[src/rtl/io_bridge_pkg.sv]
// Shared MMIO map, read-source select codes and 7-segment decode for io_bridge.
// The timer block in io_bridge is built only when IO_TIMER_EN is defined.
package io_bridge_pkg;

    localparam logic [31:0] MMIO_BASE   = 32'hFFFF_F000;
    localparam logic [31:0] ADDR_DIG    = 32'hFFFF_F000;
    localparam logic [31:0] ADDR_TCNT   = 32'hFFFF_F020;
    localparam logic [31:0] ADDR_TPRESC = 32'hFFFF_F024;
    localparam logic [31:0] ADDR_LED    = 32'hFFFF_F060;
    localparam logic [31:0] ADDR_SW     = 32'hFFFF_F070;
    localparam logic [31:0] ADDR_BTN    = 32'hFFFF_F078;

    typedef enum logic [2:0] {
        SEL_DRAM,
        SEL_DIG,
        SEL_TCNT,
        SEL_TPRESC,
        SEL_LED,
        SEL_SW,
        SEL_BTN,
        SEL_NONE
    } sel_e;

    // Registers decode on the full 32-bit address; anything else at or above MMIO_BASE is a hole.
    function automatic sel_e addr_decode(input logic [31:0] addr);
        sel_e sel;
        if (addr < MMIO_BASE) begin
            sel = SEL_DRAM;
        end else begin
            case (addr)
                ADDR_DIG:    sel = SEL_DIG;
                ADDR_TCNT:   sel = SEL_TCNT;
                ADDR_TPRESC: sel = SEL_TPRESC;
                ADDR_LED:    sel = SEL_LED;
                ADDR_SW:     sel = SEL_SW;
                ADDR_BTN:    sel = SEL_BTN;
                default:     sel = SEL_NONE;
            endcase
        end
        return sel;
    endfunction

    // Active-low {dp,g,f,e,d,c,b,a}; dp held off.
    function automatic logic [7:0] hex_to_seg(input logic [3:0] hex);
        logic [7:0] seg;
        case (hex)
            4'h0: seg = 8'hC0;
            4'h1: seg = 8'hF9;
            4'h2: seg = 8'hA4;
            4'h3: seg = 8'hB0;
            4'h4: seg = 8'h99;
            4'h5: seg = 8'h92;
            4'h6: seg = 8'h82;
            4'h7: seg = 8'hF8;
            4'h8: seg = 8'h80;
            4'h9: seg = 8'h90;
            4'hA: seg = 8'h88;
            4'hB: seg = 8'h83;
            4'hC: seg = 8'hC6;
            4'hD: seg = 8'hA1;
            4'hE: seg = 8'h86;
            default: seg = 8'h8E;
        endcase
        return seg;
    endfunction

endpackage

[src/rtl/io_bridge_seg_scan.sv]
// Time-multiplexed driver for the 8-digit 7-segment display: each digit is lit for SCAN_DIV
// cycles in turn; dig_en and dn_seg are registered so the first digit appears one cycle after reset.
module seg_scan
    import io_bridge_pkg::*;
#(
    parameter int SCAN_DIV = 50000
) (
    input  logic        cpu_clk,
    input  logic        cpu_rst,
    input  logic [31:0] digits,
    output logic [7:0]  dig_en,
    output logic [7:0]  dn_seg
);

    localparam int CW = $clog2(SCAN_DIV);
    localparam logic [CW-1:0] SCAN_LAST = CW'(SCAN_DIV - 1);

    logic [CW-1:0] scan_cnt_reg;
    logic [2:0]    idx_reg;
    logic [7:0]    dig_en_reg;
    logic [7:0]    dn_seg_reg;
    logic [3:0]    nib [8];

    for (genvar gi = 0; gi < 8; gi++) begin : g_nib
        assign nib[gi] = digits[4*gi +: 4];
    end

    always_ff @(posedge cpu_clk or negedge cpu_rst) begin
        if (!cpu_rst) begin
            scan_cnt_reg <= '0;
            idx_reg      <= '0;
            dig_en_reg   <= 8'hFF;
            dn_seg_reg   <= 8'hFF;
        end else begin
            if (scan_cnt_reg == SCAN_LAST) begin
                scan_cnt_reg <= '0;
                idx_reg      <= idx_reg + 3'd1;
            end else begin
                scan_cnt_reg <= scan_cnt_reg + 1'b1;
            end
            dig_en_reg <= ~(8'b1 << idx_reg);
            dn_seg_reg <= hex_to_seg(nib[idx_reg]);
        end
    end

    assign dig_en = dig_en_reg;
    assign dn_seg = dn_seg_reg;

endmodule

[src/rtl/io_bridge.sv]
// CPU data-bus address decoder and MMIO hub: DRAM below 0xFFFF_F000, peripherals above.
// Define IO_TIMER_EN to build the prescaled timer (TCNT/TPRESC); otherwise those addresses are holes.
module io_bridge
    import io_bridge_pkg::*;
#(
    parameter int          SCAN_DIV  = 50000,
    parameter logic [31:0] TIMER_RST = 32'd0,
    parameter logic [31:0] PRESC_RST = 32'd0
) (
    input  logic        cpu_clk,
    input  logic        cpu_rst,
    input  logic [31:0] Bus_addr,
    input  logic        Bus_wen,
    input  logic [31:0] Bus_wdata,
    output logic [31:0] Bus_rdata,
    output logic [13:0] dram_addr,
    output logic        dram_wen,
    output logic [31:0] dram_wdata,
    input  logic [31:0] dram_rdata,
    input  logic [23:0] sw,
    input  logic [4:0]  btn,
    output logic [23:0] led,
    output logic [7:0]  dig_en,
    output logic [7:0]  dn_seg
);

    sel_e        sel;
    logic [23:0] led_reg;
    logic [31:0] dig_reg;
    logic [31:0] tcnt_rdata;
    logic [31:0] tpresc_rdata;

    assign sel        = addr_decode(Bus_addr);
    assign dram_addr  = Bus_addr[15:2];
    assign dram_wdata = Bus_wdata;
    assign dram_wen   = Bus_wen && (sel == SEL_DRAM);

    always_ff @(posedge cpu_clk or negedge cpu_rst) begin
        if (!cpu_rst) begin
            led_reg <= '0;
            dig_reg <= '0;
        end else if (Bus_wen) begin
            if (sel == SEL_LED) led_reg <= Bus_wdata[23:0];
            if (sel == SEL_DIG) dig_reg <= Bus_wdata;
        end
    end

    assign led = led_reg;

`ifdef IO_TIMER_EN
    logic [31:0] tcnt_reg;
    logic [31:0] tpresc_reg;
    logic [31:0] pcnt_reg;
    logic        tick;

    assign tick = (pcnt_reg == tpresc_reg);

    // A TCNT store beats a coincident tick; a TPRESC store restarts the prescale period.
    always_ff @(posedge cpu_clk or negedge cpu_rst) begin
        if (!cpu_rst) begin
            tcnt_reg   <= TIMER_RST;
            tpresc_reg <= PRESC_RST;
            pcnt_reg   <= '0;
        end else begin
            if (Bus_wen && sel == SEL_TPRESC) begin
                tpresc_reg <= Bus_wdata;
                pcnt_reg   <= '0;
            end else if (tick) begin
                pcnt_reg <= '0;
            end else begin
                pcnt_reg <= pcnt_reg + 32'd1;
            end

            if (Bus_wen && sel == SEL_TCNT) begin
                tcnt_reg <= Bus_wdata;
            end else if (tick) begin
                tcnt_reg <= tcnt_reg + 32'd1;
            end
        end
    end

    assign tcnt_rdata   = tcnt_reg;
    assign tpresc_rdata = tpresc_reg;
`else
    logic unused_timer_cfg;

    assign unused_timer_cfg = ^{TIMER_RST, PRESC_RST};
    assign tcnt_rdata       = '0;
    assign tpresc_rdata     = '0;
`endif

    // Same-cycle read path: the MEM stage samples Bus_rdata before the next edge.
    always_comb begin
        Bus_rdata = '0;
        case (sel)
            SEL_DRAM:   Bus_rdata = dram_rdata;
            SEL_TCNT:   Bus_rdata = tcnt_rdata;
            SEL_TPRESC: Bus_rdata = tpresc_rdata;
            SEL_LED:    Bus_rdata = {8'h00, led_reg};
            SEL_SW:     Bus_rdata = {8'h00, sw};
            SEL_BTN:    Bus_rdata = {27'h0, btn};
            default:    Bus_rdata = '0;
        endcase
    end

    seg_scan #(
        .SCAN_DIV(SCAN_DIV)
    ) u_seg_scan (
        .cpu_clk(cpu_clk),
        .cpu_rst(cpu_rst),
        .digits (dig_reg),
        .dig_en (dig_en),
        .dn_seg (dn_seg)
    );

endmodule

[config.mk]
export PLATFORM = sky130hd
export DESIGN_NAME = io_bridge
export DESIGN_NICKNAME = d
export VERILOG_FILES = /design/src/rtl/io_bridge_pkg.sv /design/src/rtl/io_bridge_seg_scan.sv /design/src/rtl/io_bridge.sv
export SDC_FILE = /design/constraint.sdc
export NUM_CORES = 1
export LEC_CHECK = 0
export CAP_MARGIN = 20
export CORE_ASPECT_RATIO = 1.2
export CORE_MARGIN = 3
export CORE_UTILIZATION = 45
export DETAILED_ROUTE_END_ITERATION = 8
export GPL_ROUTABILITY_DRIVEN = 0
export HOLD_SLACK_MARGIN = 0.1
export PLACE_DENSITY_LB_ADDON = 0.25
export SETUP_SLACK_MARGIN = 0.5
export SKIP_CTS_REPAIR_TIMING = 1
export SLEW_MARGIN = 5
export SYNTH_ARGS = -nofsm -noshare
export SYNTH_HDL_FRONTEND = slang
export SYNTH_SLANG_ARGS = --single-unit
[constraint.sdc]
create_clock -name cpu_clk -period 3.4 [get_ports cpu_clk]
set_clock_uncertainty 0.05 [all_clocks]
set_input_delay 0.68 -clock cpu_clk [delete_from_list [all_inputs] [get_ports cpu_clk]]
set_output_delay 0.68 -clock cpu_clk [all_outputs]
set_load 0.03 [all_outputs]
==> impl_results.md <==
* CP startpoint kind: input port
* EDFF count, synth at 0
* Max FO, Critical Path at 1
* Std-Cell Rows at 42
* Num CTS Buffers at 9
* CP arrival at 2100 ps
* Hold WC Path Type: in2async
* Crit path from: sw[0]
* Cell Area, Synth at 0.005197 mm²
* # IOs at 247
* Gr ovfl total at 0
* FF-to-FF Start: u_seg_scan.idx_reg[0]$_DFFE_PN0N_
* CTS tree: built
* WL/cell at 19.11 µm
* Worst EP required at 2670 ps
* Initial antenna violation count at 0
* RSZ-0062 raised after global routing: false
* Global-route wire length before repair at 22,680 µm
* Slew margin rel. at 55.07%
* Fmax at 0.3537 GHz
* CP max-delay cell: clkdlybuf4s50_1
* CTS root buf: clkbuf_16
* Buf/Inv on CP at 2
* Drt drc at 0
* Met2 Use GR at 42.89%
* Yosys reg bits at 90
* Period utilization at 83.16%
* Total wire length at 15,550 µm
* Busiest grt layer: met2
* CP Capture Point: Bus_rdata[0]
* Setup CP Type: in2out
* Worst path max stage delay at 400 ps
* Post-place setup slack at -40.39 ps
* DR iter-0 viols at 138
* Main flop type after synthesis: dfrtp_1
* Die height at 123.7 µm
* Clk_lat worst skew at 330 ps
* Port Buffers at 245
* Post-Layout Cell Count at 814
* Met3 GRT Util at 6.013%
* Fill cells at 776
* Via count at 4,165
* R2r endpoint: u_seg_scan.dn_seg[5]$_DFF_PN1_
* Final hold slack at 321.0 ps
* Area Overhead vs Synth at 56.76%
* Multi-input gate area at 0.002541 mm²
* H-tree depth at 3
* GRT Overall Usage at 22.32%
* Sequential share of the synthesized area at 43.69%
* Register Area at 0.002271 mm²
* Lkg Pwr at 3.985 nW
* HPWL Detailed at 11,480 µm
* CTS clk-pin slew, worst paths at 60 ps
* Final worst slack at 572.6 ps
* YS warnings at 0
* Dpl cells at 790
* Die W at 104.1 µm
* Count of different cell masters after synthesis at 48
* Setup-failing EPs final at 0
* CTS Buffer Depth at 2
* Worst R2R Path Depth at 7
* Commonest cells after routing, fill and taps aside: clkdlybuf4s50_1 (179), mux2_2 (81), dfrtp_1 (75), dlymetal6s2s_1 (39)
* Routed vias/inst at 5.117
* Hold Violations, Final at 0
* Syn nets at 577
* Layout cells sized above 1 at 29.55%
* NumNets Final at 796
* Fraction of registers with async set/reset at 100.0%
* R2r setup slk at 710 ps
* Max Cap Viol at 0
* Mapped Avg Cell Area at 11.92 µm²
* Critical path endpoint category: output pin
* Outcome: finished clean
* VDD IR max at 213.6 µV
* Fin. max-slew vios at 0
* Gate Count Post-Synth at 436
* Stages on worst setup path at 6
* Slew of the pin with the lowest slew margin at 674.0 ps
* CP delay by family, top: buffers and inverters
* Vias in the first global route at 4,457
* Met1 usage at 24.00%
* Final ANT Viol Nets at 0
* Critical-path cell list: clkdlybuf4s50_1 > mux2_2 > a32oi_1 > nor2_1 > mux2_1 > dlymetal6s2s_1
* Num Clock Sinks at 90
* Post-layout min period at 2827 ps
* Most common cell after layout, fill and taps aside: clkdlybuf4s50_1
* Die ar. at 0.01288 mm²
* Max reg flops at 32
* Core box area at 0.01114 mm²
* First drt pass iteration count at 4
* Maximum number of pins on one net before global-route repair at 54
* Power per cell area at 300.4 mW/mm²
* Power Total at 0.002448 W
* Antenna Cells at 0
* Initial Utilization at 46.65%
## report_power, final
| part | switching (W) | total, W | internal [W] |
|---|---|---|---|
| clock network | 0.000393 | 0.000925 | 0.000532 |
| registers | 0.00000000000441 | 0.00107 | 0.00107 |
| logic | 0.000213 | 0.000451 | 0.000238 |
## metrics by stage
step / cell area [µm²] / utilization (%) / TNS, ps
global route: 8148 / 73.14 / 0
finish: 8148 / 73.14 / 0
global placement: 7478 / 67.13 / -187.1
CTS: 7754 / 69.60 / -220.3
floorplan: 5197 / - / 0
detailed placement: 7478 / 67.13 / -190.8
## synthesized netlist by cell type, types with 4 or more instances
cell / instances / area [µm²]
a32oi_1: 5 / 43.79
and2_1: 10 / 62.56
buf_2: 7 / 35.03
buf_4: 49 / 367.9
clkbuf_1: 7 / 26.28
dfrtp_1: 75 / 1877
dfstp_2: 15 / 394.1
ha_1: 13 / 162.7
inv_1: 10 / 37.54
mux2_2: 86 / 968.4
mux2i_1: 27 / 270.3
mux4_1: 4 / 105.1
mux4_2: 4 / 90.09
nand2_1: 13 / 48.80
nand3_1: 8 / 40.04
nand4_1: 8 / 50.05
nor2_1: 37 / 138.9
nor3_1: 5 / 25.02
xnor2_1: 9 / 78.83
xor2_1: 5 / 43.79
## area by class of cell
cell class                      instances  share of cell area [%]
Sequential cell                        90                   27.87
Inverter                               11                  0.5068
Clock buffer                           13                   3.194
Multi-Input combinational cell        270                   31.19
Clock inverter                          3                  0.1843
Timing Repair Buffer                  273                   34.69
Tap cell                              154                   2.365
## worst reg2reg max path: stages (launching register included)
cell	delay, ps
dfrtp_1	600
mux4_1	680
mux2i_1	500
inv_1	160
ha_1	270
inv_1	60
mux2i_1	60
a22o_1	260
## metal layers
metal,share of wire (%),routed length [µm],vias up
li1,-,-,1931
met4,2.2,346,0
met5,0,0,-
met2,56,8637,171
met3,5.7,884,26
met1,37,5684,2037
## how the worst min path moves through the flow
stage	slack, ps	end	cells past startpoint	start
2_1_floorplan	330	dig_reg[0]$_DFFE_PN0P_	0	cpu_rst
3_3_place_gp	420	u_seg_scan.scan_cnt_reg[0]$_DFF_PN0_	1	u_seg_scan.scan_cnt_reg[0]$_DFF_PN0_
3_5_place_dp	440	dig_reg[4]$_DFFE_PN0P_	1	dig_reg[4]$_DFFE_PN0P_
4_1_cts	350	u_seg_scan.scan_cnt_reg[13]$_DFF_PN0_	1	cpu_rst
5_1_grt	380	u_seg_scan.scan_cnt_reg[13]$_DFF_PN0_	1	cpu_rst
6_report	320	u_seg_scan.scan_cnt_reg[13]$_DFF_PN0_	1	cpu_rst
## cells by family (layout without fill, tap and decap cells)
| family | count (synthesis) | count (layout) | synth area share (%) |
|---|---|---|---|
| muxes | 126 | 126 | 29.18 |
| buffers and inverters | 76 | 300 | 9.340 |
| xor gates and xnor gates | 14 | 14 | 2.359 |
| other | 1 | 1 | 0.07215 |
| adders and majority gates | 13 | 13 | 3.130 |
| DFF | 90 | 90 | 43.69 |
| and+or+nand+nor | 101 | 101 | 10.06 |
| AOI/OAI and AO/OA | 15 | 15 | 2.166 |
Note: power is estimated with default switching activity, not from simulation.
